File: config.mk
export PLATFORM = sky130hd
export DESIGN_NAME = sim_console
export DESIGN_NICKNAME = d
export VERILOG_FILES = /design/src/rtl/sim_console.sv
export SDC_FILE = /design/constraint.sdc
export NUM_CORES = 1
export LEC_CHECK = 0
export ABC_AREA = 1
export CAP_MARGIN = 25
export CORE_AREA = 4 4 197 103
export CTS_BUF_LIST = sky130_fd_sc_hd__clkbuf_8
export DETAILED_ROUTE_END_ITERATION = 6
export DIE_AREA = 0 0 201 107
export PLACE_DENSITY = 0.92
export SYNTH_ARGS = -nofsm -noshare
export SYNTH_HDL_FRONTEND = slang
export SYNTH_SLANG_ARGS = --single-unit
File: constraint.sdc
create_clock -name clk -period 2.6 [get_ports clk]
set_input_delay 0.39 -clock clk [delete_from_list [all_inputs] [get_ports clk]]
set_output_delay 0.39 -clock clk [all_outputs]
set_load 0.05 [all_outputs]
File: src/rtl/sim_console.sv
// ---------------------------------------------------------------------------
// sim_console
//
// Memory-mapped simulation console and exit device on the data-memory bus.
//
// Bytes written to TXDATA are queued in a small TX FIFO. The host harness
// drains that FIFO through a valid/ready byte stream. A write to EXIT latches
// the program exit code and raises halted, which the harness uses to end the
// run. A free-running cycle counter can be read back and freezes once halted.
//
// Register window (selected by req_offset[3:2]; req_offset[1:0] are ignored):
//   0 TXDATA  W: push req_wdata[7:0]        R: 0
//   1 STATUS  R: bit0 full, bit1 empty, bit2 halted, bits[15:8] count
//   2 EXIT    W: first write sets halted and exit_code   R: exit_code
//   3 CYCLE   R: cycle[XLEN-1:0]
//
// Ports:
//   clk, reset (asynchronous, active-low)
//   req_valid/req_ready/req_we/req_offset/req_wdata : bus request
//   resp_valid/resp_rdata                           : read response, 1 cycle after acceptance
//   tx_valid/tx_data/tx_ready                       : byte stream to the host
//   halted/exit_code                                : program termination status
//
// Build option:
//   SIM_CONSOLE_DISPLAY_EN - when defined, the block prints each drained byte
//   itself, reports the exit code when halted rises and ends the simulation
//   once the FIFO is empty. When undefined, no system tasks are compiled in.
// ---------------------------------------------------------------------------
module sim_console #(
    parameter int XLEN    = 32,
    parameter int DEPTH   = 16,
    parameter int CYCLE_W = 64
) (
    input  logic            clk,
    input  logic            reset,
    input  logic            req_valid,
    output logic            req_ready,
    input  logic            req_we,
    input  logic [3:0]      req_offset,
    input  logic [XLEN-1:0] req_wdata,
    output logic            resp_valid,
    output logic [XLEN-1:0] resp_rdata,
    output logic            tx_valid,
    output logic [7:0]      tx_data,
    input  logic            tx_ready,
    output logic            halted,
    output logic [XLEN-1:0] exit_code
);

    localparam int AW = $clog2(DEPTH);
    localparam int CW = AW + 1;

    localparam logic [1:0] REG_TXDATA = 2'd0;
    localparam logic [1:0] REG_STATUS = 2'd1;
    localparam logic [1:0] REG_EXIT   = 2'd2;
    localparam logic [1:0] REG_CYCLE  = 2'd3;

    // FIFO storage carries no reset: only the pointers and count define validity.
    logic [7:0]         mem_q [DEPTH];

    logic [AW-1:0]      wr_ptr_q, wr_ptr_d;
    logic [AW-1:0]      rd_ptr_q, rd_ptr_d;
    logic [CW-1:0]      count_q, count_d;
    logic [CYCLE_W-1:0] cycle_q, cycle_d;
    logic               halted_q, halted_d;
    logic [XLEN-1:0]    exit_code_q, exit_code_d;
    logic               resp_valid_q, resp_valid_d;
    logic [XLEN-1:0]    resp_rdata_q, resp_rdata_d;

    logic [1:0]         sel;
    logic               full;
    logic               empty;
    logic               push;
    logic               pop;
    logic               rd_acc;
    logic               exit_wr;
    logic [XLEN-1:0]    status;
    logic [XLEN-1:0]    rd_mux;

    // Byte-lane offset bits are decoded away upstream.
    logic               unused_offset_bits;
    assign unused_offset_bits = ^req_offset[1:0];

    assign sel   = req_offset[3:2];
    assign full  = (count_q == CW'(DEPTH));
    assign empty = (count_q == '0);
    assign pop   = !empty && tx_ready;

    // A full FIFO still accepts a push when the host pops the head in the
    // same cycle; there is no empty-FIFO bypass to the stream.
    assign req_ready = !(req_valid && req_we && (sel == REG_TXDATA) && full && !pop);

    assign push    = req_valid && req_we && (sel == REG_TXDATA) && req_ready;
    assign rd_acc  = req_valid && !req_we;
    assign exit_wr = req_valid && req_we && (sel == REG_EXIT) && !halted_q;

    always_comb begin
        status        = '0;
        status[0]     = full;
        status[1]     = empty;
        status[2]     = halted_q;
        status[15:8]  = 8'(count_q);
    end

    always_comb begin
        rd_mux = '0;
        case (sel)
            REG_TXDATA: rd_mux = '0;
            REG_STATUS: rd_mux = status;
            REG_EXIT:   rd_mux = exit_code_q;
            REG_CYCLE:  rd_mux = XLEN'(cycle_q);
            default:    rd_mux = '0;
        endcase
    end

    always_comb begin
        wr_ptr_d = push ? wr_ptr_q + 1'b1 : wr_ptr_q;
        rd_ptr_d = pop  ? rd_ptr_q + 1'b1 : rd_ptr_q;

        count_d = count_q;
        case ({push, pop})
            2'b10:   count_d = count_q + 1'b1;
            2'b01:   count_d = count_q - 1'b1;
            default: count_d = count_q;
        endcase

        // Halted and exit_code are sticky; later EXIT writes are dropped.
        halted_d    = halted_q | exit_wr;
        exit_code_d = exit_wr ? req_wdata : exit_code_q;

        // Counts the cycle on which halted rises, then freezes.
        cycle_d = halted_q ? cycle_q : cycle_q + 1'b1;

        // Read data is captured at acceptance and held until the next read.
        resp_valid_d = rd_acc;
        resp_rdata_d = rd_acc ? rd_mux : resp_rdata_q;
    end

    always_ff @(posedge clk or negedge reset) begin
        if (!reset) begin
            wr_ptr_q     <= '0;
            rd_ptr_q     <= '0;
            count_q      <= '0;
            cycle_q      <= '0;
            halted_q     <= 1'b0;
            exit_code_q  <= '0;
            resp_valid_q <= 1'b0;
            resp_rdata_q <= '0;
        end else begin
            wr_ptr_q     <= wr_ptr_d;
            rd_ptr_q     <= rd_ptr_d;
            count_q      <= count_d;
            cycle_q      <= cycle_d;
            halted_q     <= halted_d;
            exit_code_q  <= exit_code_d;
            resp_valid_q <= resp_valid_d;
            resp_rdata_q <= resp_rdata_d;
        end
    end

    always_ff @(posedge clk) begin
        if (push) begin
            mem_q[wr_ptr_q] <= req_wdata[7:0];
        end
    end

    assign tx_valid   = !empty;
    assign tx_data    = mem_q[rd_ptr_q];
    assign halted     = halted_q;
    assign exit_code  = exit_code_q;
    assign resp_valid = resp_valid_q;
    assign resp_rdata = resp_rdata_q;

`ifdef SIM_CONSOLE_DISPLAY_EN
    // Self-printing console: termination waits for trailing output to drain.
    logic finish_pending_q;

    always_ff @(posedge clk or negedge reset) begin
        if (!reset) begin
            finish_pending_q <= 1'b0;
        end else begin
            if (pop) begin
                $write("%c", tx_data);
            end
            if (halted_d && !halted_q) begin
                $display("sim_console: exit_code=0x%0h", exit_code_d);
                finish_pending_q <= 1'b1;
            end
            if (finish_pending_q && empty) begin
                $finish;
            end
        end
    end
`else
    // The host harness owns printing and end-of-run handling.
`endif

endmodule

# Word-level counts from Yosys, hierarchy flattened
# Memory sizes are Yosys's and may differ from the RTL's.
# Index checks and enable logic that the tools add are counted.
[totals]
reg_bits = 143
latch_bits = 0
mem_bits_rw = 128
mem_bits_ro = 0
output_inout_bits = 76
mem_count = 1
[mem_list]
columns = ["name", "depth", "width", "read_ports", "rd_ports_with_merged_regs", "wr", "line", "source"]
rows = [
  ["mem_q", 16, 8, 1, 0, 1, "59", "logic [7:0] mem_q [DEPTH];"],
]
[op_classes]
n_addsub = 5
multipliers = 0
div = 0
n_lt_le_gt_ge = 0
eq_ne = 6
n_shift = 0
n_mux = 4
n_bitwise = 1
reduce_logical = 17
[ops]
columns = ["operator", "count"]
rows = [
  ["$pmux 32 s4", 1],
  ["$add 64x1->64 const B", 1],
  ["$pmux 5 s2", 1],
  ["$logic_and 1x1->1", 9],
  ["$add 4x1->4 const B", 2],
  ["$eq 2x2->1 const B", 3],
  ["$add 5x1->5 const B", 1],
  ["$eq 5x5->1 const B", 1],
  ["$logic_not 1->1", 5],
  ["$logic_not 5->1", 1],
  ["$sub 5x1->5 const B", 1],
  ["$eq 2x1->1 const B", 2],
  ["$logic_not 2->1", 1],
  ["$mux 1", 2],
  ["$reduce_bool 2->1", 1],
  ["$or 1x1->1", 1],
]

# Logic depth before layout (Yosys ltp)
# Gate-level depths: netlist of run 1.
[depth]
word_depth = 9
mapped_depth = 13
depth_no_buf = 13

# Least setup slack after synthesis of run 1
# OpenSTA, ideal clock, no wires.
[synth_timing]
kind = "register to register"
startpoint = "register count_q[1]"
endpoint = "register count_q[4]"
setup_time_ns = 0.113
arrival_ns = 2.116
t_required_ns = 2.487
setup_slack_ns = 0.371
path_stages_with_launch = 14
synth_period_minus_slack_ns = 2.229
path_cell_list = "dfrtp_1 > nor2_1 > nand3_2 > nand3_1 > inv_1 > ha_1 > a21oi_1 > nand2_1 > nand3_1 > nand2_1 > nand2_1 > nand2_1 > nand2_1 > inv_1"
[synth_via]
elab_chain_cells = 9
[synth_rtl]
columns = ["element", "line", "source"]
rows = [
  ["start: declaration", "63", "logic [CW-1:0] count_q, count_d;"],
  ["start signal: assignment", "152", "count_q <= count_d;"],
  ["$logic_not 5->1 *", "86", "assign empty = (count_q == '0);"],
  ["$logic_not 1->1 *", "--", ""],
  ["via tx_valid", "43", "output logic tx_valid,"],
  ["$logic_and 1x1->1 *", "87", "assign pop = !empty && tx_ready;"],
  ["$logic_not 1->1", "91", "assign req_ready = !(req_valid && req_we && (sel == REG_TXDATA) && full && !pop);"],
  ["$logic_and 1x1->1", "91", ""],
  ["$logic_not 1->1", "91", ""],
  ["$logic_and 1x1->1", "93", "assign push = req_valid && req_we && (sel == REG_TXDATA) && req_ready;"],
  ["$eq 2x1->1 / $eq 2x2->1 (equally long branches)", "121", "case ({push, pop})"],
  ["$pmux 5 s2 / $reduce_bool 2->1 (equally long branches)", "--", ""],
]
# The timed path passes the listed nets; every way through them passes the cells marked *.
# A chain may end at the register's enable or synchronous reset.

# Final worst setup path of run 1
[layout_timing]
startpoint = "register rd_ptr_q[0]"
endpoint = "output port tx_data[2]"
[layout_via]
elab_chain_cells = 1
[layout_rtl]
columns = ["element", "line", "source"]
rows = [
  ["start: declaration", "62", "logic [AW-1:0] rd_ptr_q, rd_ptr_d;"],
  ["start signal: assignment", "151", "rd_ptr_q <= rd_ptr_d;"],
  ["$mem_v2 16x8", "--", ""],
  ["end: declaration", "44", "output logic [7:0] tx_data,"],
]
# No other way between the ends.

==> run metrics, run 1 <==
status complete, no violations; Via Count approximately 8400; Wirelength per Cell ~19 um; worst setup path class reg -> out; register area share after synthesis 0.626; Clock Sinks 239; root buffer cell clkbuf_8; Vias/cell around 5.8; net count after synthesis 1099; dpl cell area ~12000 um^2; Pleak 5.33 nW; critical path's slowest cell dfrtp_2; crit path launch type register; vias in the first global route roughly 8300; area leader, netlist edfxtp_1; period utilization 0.998; EDFF count, synth between 100 and 150; total core area about 18000 um^2; CP max FO slightly above 50; Rows 35; worst vdd ir a little over 0.0004 V; worst rel slew slack 0.425; Layout area overhead 21.8%; largest net degree at the start of global routing 68; WL final 27900 um; Initial Util 0.577; first-pass GRT wire length ~44000 um; Final Max Tran Viols 0; Layout Cells excl Fill ~1500; post-synthesis register bit count around 240; Hold Worst Slack 0.286 ns; crit end category output port; full die area approximately 22000 um^2; Peak Freq 385 MHz; DRC Markers 0; ys async rst share 0.464; CTS Buf Count 31; I/O pin total ~120; Post-synth top cells 170 x nor2_1, 168 x nand2_1, 128 x edfxtp_1, 111 x dfrtp_1, 102 x inv_1; Max Cap Violations 0; RSZ-0062 raised after global routing true; CP Cell Sequence buf_12, a21oi_1, o21ai_0, o211ai_1, nand3_1, nand2_1, buf_6; Total GRT Usage 0.255; Antenna Nets Post-Route 0; Pre-antenna DRT Iters 6; share of the synthesized area in the top cell type 0.363; Port Buffers 114; final setup violation count 0; CTS tree built; Yosys cell types 36; layout cell share with drive strength beyond 1 0.107; initial antenna violation count 0; total gr overflow 0; H-tree Lvls 1; mapped cell area 10600 um^2; final hold violation count 0; Tmin final around 2.6 ns; Syn. warnings 0; clk slew on worst S/H paths roughly 0.08 ns; HPWL after DPL around 18000 um; # placed instances between 1000 and 1500; Worst-Margin Slew 0.860 ns; gpl congestion ~0.9; Worst-Skew Late Latency approximately 0.58 ns; ant diodes 0; Util after Layout 0.703; Max Clock Skew about 0.015 ns; most frequent cell after synthesis nor2_1; Die Height 107 um; drt initial violations ~950; Most used DFF post-synth edfxtp_1; CTS Buffer Depth 3; Post-Syn Instances between 1000 and 1500; Die X about 200 um; Synth area leaders edfxtp_1 36%, dfrtp_1 26%, nor2_1 6.0%, nand2_1 6.0%, o21ai_0 3.9%; Worst Path Required around 2.2 ns; highest cell delay on the worst timing path 0.46 ns; Pwr Density just under 900 nW/um^2; Post-Syn Area per Cell between 10 and 15 um^2; nets@finish about 1200; Worst EP arrival 2.21 ns; Hold WC Path Type in -> async; fin area 12900 um^2
-- per-layer routing --
layer,wire [um],track usage
met3,2470,0.0429
met4,1130,0.0883
met2,13700,0.445
met1,10600,0.328
met5,0,0
-- cell usage in the layout (no fill, tap or decap), types with 2 or more instances in the layout --
cell,Yosys,routed
xnor2_1,2,2
mux2_2,7,7
clkinvlp_4,0,2
buf_4,2,27
nor3_2,2,2
buf_6,3,7
edfxtp_1,128,128
nand3_2,2,2
nand4_1,14,14
o21ai_0,83,76
o211ai_1,33,33
dfrtp_2,0,2
inv_1,102,116
mux2_4,4,4
dfrtp_1,111,109
clkbuf_8,0,39
a21oi_1,45,44
xor2_1,25,25
nand3_1,49,49
buf_16,0,2
ha_1,9,9
clkdlybuf4s50_1,0,103
nand2_2,4,5
nor3_1,2,2
a31oi_1,24,24
nor2_1,170,166
nor2_4,3,4
o21ai_1,2,9
nand2_1,168,167
buf_12,0,7
inv_2,5,4
nor2_2,4,7
clkinv_2,0,2
-- path summary, 6_finish.rpt --
check / slack [ns] / end / start / cells after the start
max: 0.004 / tx_data[2] / rd_ptr_q[0]$_DFFE_PN0P_ / 7
min: 0.29 / wr_ptr_q[0]$_DFFE_PN0P_ / reset / 2
max reg2reg: 0.26 / count_q[4]$_DFFE_PN0P_ / count_q[0]$_DFFE_PN0P_ / 13
min reg2reg: 0.51 / resp_rdata[1]$_DFFE_PN0P_ / resp_rdata[1]$_DFFE_PN0P_ / 2
max in group asynchronous: 1.56 / cycle_q[25]$_DFFE_PN0N_ / reset / 3
min in group clk: 0.40 / exit_code[22]$_DFFE_PN0P_ / req_wdata[22] / 3
-- sequential cells by signal (all words and copies together), names as in the netlist --
name	flops
count_q	5
cycle_q	32
exit_code	32
halted	1
mem_q	128
rd_ptr_q	4
resp_rdata	32
resp_valid	1
wr_ptr_q	4
-- cell families (layout without fill, tap and decap cells) --
family / Yosys count / in the layout / synth area share
and+or+nand+nor: 422 / 422 / 0.168
DFF: 239 / 239 / 0.626
AOI/OAI and AO/OA: 188 / 188 / 0.0997
buffers and inverters: 151 / 316 / 0.0589
xor gates and xnor gates: 27 / 27 / 0.0223
muxes: 11 / 11 / 0.0131
adders and majority gates: 10 / 10 / 0.0125
-- metrics by stage --
stage	setup WS, ns	total power, W	setup TNS [ns]
after floorplan	0.371	0.00679	0
after global placement	0.190	0.00777	0
after detailed placement	0.0746	0.00793	0
after CTS	0.00914	0.0108	0
after global routing	-0.0678	0.0116	-0.151
final	0.00406	0.0111	0
-- final cells by class --
type	instances	area, um^2
Timing Repair Buffer	150	1570
Multi-Input combinational cell	658	3360
Tap cell	240	300
Clock inverter	19	85.1
Inverter	108	414
Clock buffer	39	537
Fill cell	1172	5460
Sequential cell	239	6620
-- power by group --
group	switching [W]	leakage, nW	internal (W)
sequential	0.000214	2.49	0.00420
combinational	0.00261	2.47	0.00137
clock	0.00140	0.371	0.00136
total	0.00423	5.33	0.00692
-- critical path: cells and delay by family, from the launching register on --
kind | cells | cell delay (ns)
AOI/OAI and AO/OA | 3 | 0.53
buffers and inverters | 2 | 0.35
DFF | 1 | 0.46
and+or+nand+nor | 2 | 0.29
-- timing repair --
| item | 4_1_cts | 5_1_grt |
|---|---|---|
| endpoints found under the hold margin | 16 | 0 |
| cloned | 2 | 1 |
| endpoints found under the setup margin | 3 | 9 |
| resized for setup | 2 | 31 |
| hold buffers | 1 | 0 |
| setup buffers | 0 | 2 |
| pin swaps | 1 | 16 |
Power figures use the tool's default switching activity.
==> inputs of run 2 (changes only) <==
- CORE_AREA: 4 4 197 103 -> 4 4 271 140
- DIE_AREA: 0 0 201 107 -> 0 0 275 144
- PLACE_DENSITY: 0.92 -> 0.59
==> run metrics, run 2 (same netlist as run 1, synthesis figures left out) <==
Reg2Reg Launch Point count_q[1]$_DFFE_PN0P_; Worst-Margin Slew about 0.63 ns; clk slew on worst S/H paths 0.06 ns; fin area around 13000 um^2; drt initial violations 569; critical path's slowest cell dfrtp_2; HPWL after DPL 18700 um; Util after Layout 0.377; flop2flop setup slack ~0.46 ns; gpl congestion around 0.8; largest net degree at the start of global routing 112; RSZ-0062 raised after global routing true; Worst EP arrival roughly 2.2 ns; start point of the critical path rd_ptr_q[0]$_DFFE_PN0P_; ant diodes 0; nets@finish roughly 1300; Die X around 280 um; CTS tree built; layout cell share with drive strength beyond 1 0.120; status complete, no violations; reg2reg end count_q[4]$_DFFE_PN0P_; Worst-Skew Late Latency between 0.5 and 0.6 ns; Layout area overhead 26.7%; Port Buffers about 110; period utilization 0.977; clock network fraction of total power 0.262; commonest cells after routing, fill and taps aside 169 x nor2_1, 165 x nand2_1, 128 x edfxtp_1, 120 x inv_1, 109 x dfrtp_1; Max Clock Skew between 0.02 and 0.03 ns; Pleak between 5 and 6 nW; Die Height between 100 and 150 um; root buffer cell clkbuf_8; Wirelength per Cell about 16 um; DRC Markers 0; worst-case reg-to-reg path depth 13; initial antenna violation count 0; WL final about 28000 um; crit path launch type register; crit end category output port; net switching power approximately 0.0043 W; Worst Path Required 2.21 ns; sequential share of power 0.382; Biggest register mem_q; Pint 0.00723 W; CP Cell Sequence buf_12, a21oi_1, o21ai_0, o211ai_1, nand3_1, nand2_1, buf_6; Comb pwr share 0.356; CTS Buf Count 38; Clock Sinks 239; highest cell delay on the worst timing path 0.46 ns; Worst Setup EP tx_data[0]; vias in the first global route roughly 8000; Initial Util 0.298; H-tree Lvls 2; Vias/cell roughly 4.7; Largest register FFs roughly 130; Peak Freq roughly 390 MHz; Final Max Tran Viols 0; dpl cell area approximately 12000 um^2; Via Count between 8000 and 9000; final setup TNS 0 ns; full die area approximately 40000 um^2; Rows between 40 and 50; Hold WC Path Type in -> reg; I/O pin total about 120; Pre-antenna DRT Iters 5; total core area roughly 36000 um^2; Pwr Density 860 nW/um^2; total gr overflow 0; Tmin final between 2 and 3 ns; Antenna Nets Post-Route 0; CP max FO 41; switch share 0.373; worst setup path class reg -> out; Total GRT Usage 0.139; final hold violation count 0; Max Cap Violations 0; most common cell after layout, fill and taps aside nor2_1; first-pass GRT wire length 44200 um; CTS Buffer Depth 3; worst vdd ir about 0.00063 V; final setup violation count 0; worst rel slew slack 0.579
-- run 2: cell count changes in the layout (fill, tap and decap cells not counted), sizes merged, moves of 2 or more --
cell and change:
inv +4, clkbuf +5, buf +10, clkinv +2
-- run 2: worst max-delay path: cells and delay by family, from the launching register on --
kind            cells  cell delay (ns)
buf+inv             2             0.35
flops               1             0.46
simple gates        2             0.34
compound gates      3             0.44
-- run 2: area by class of cell --
class                   instances  area [um^2]
multi-input cells             658         3370
clock inverters                24          105
inverters                     108          412
repair buffers                160         1690
flip-flops and latches        239         6620
well taps                     484          606
clock buffers                  44          606
fillers                      3506        22200
-- run 2: what timing repair did --
item | in CTS | in global routing
setup endpoints to repair | 9 | 8
buffers inserted | 3 | 1
endpoints found under the hold margin | 111 | 0
resized for setup | 9 | 28
gates cloned | 3 | 1
pin swaps | 2 | 12
hold buffers | 1 | 0
-- run 2: power groups by stage --
stage | sequential, W | combinational, W | clock (W)
6_report | 0.00441 | 0.00410 | 0.00303
5_1_grt | 0.00443 | 0.00441 | 0.00330
4_1_cts | 0.00439 | 0.00391 | 0.00311
3_5_place_dp | 0.00445 | 0.00356 | 0
3_3_place_gp | 0.00444 | 0.00352 | 0
2_1_floorplan | 0.00461 | 0.00218 | 0
-- run 2: worst min-delay path by stage --
stage                               startpoint                          to  slack [ns]  depth (start not counted)
floorplan                                reset      count_q[0]$_DFFE_PN0P_        0.09                          0
global placement     resp_rdata[0]$_DFFE_PN0P_   resp_rdata[0]$_DFFE_PN0P_        0.48                          2
detailed placement  resp_rdata[10]$_DFFE_PN0P_  resp_rdata[10]$_DFFE_PN0P_        0.47                          2
CTS                              req_wdata[22]   exit_code[22]$_DFFE_PN0P_        0.41                          3
global route                     req_wdata[30]   exit_code[30]$_DFFE_PN0P_        0.43                          3
finish                           req_wdata[31]   exit_code[31]$_DFFE_PN0P_        0.44                          3
-- run 2: stage by stage --
step	setup slack, ns	power (W)	hold WS, ns	instances
after CTS	0.00407	0.0114	0.408	1715
final	0.0595	0.0115	0.438	1717
after global routing	-0.0178	0.0121	0.426	1717
after floorplan	0.371	0.00679	0.0944	1048
after detailed placement	0.0606	0.00801	0.473	1640
after global placement	0.145	0.00796	0.479	1640
-- run 2: routing by layer --
metal	global-route usage	vias up	wire length, um
met2	0.243	186	14100
met4	0.0562	0	888
met1	0.174	3959	11900
met3	0.0245	62	1100
li1	-	3856	-
met5	0	-	0
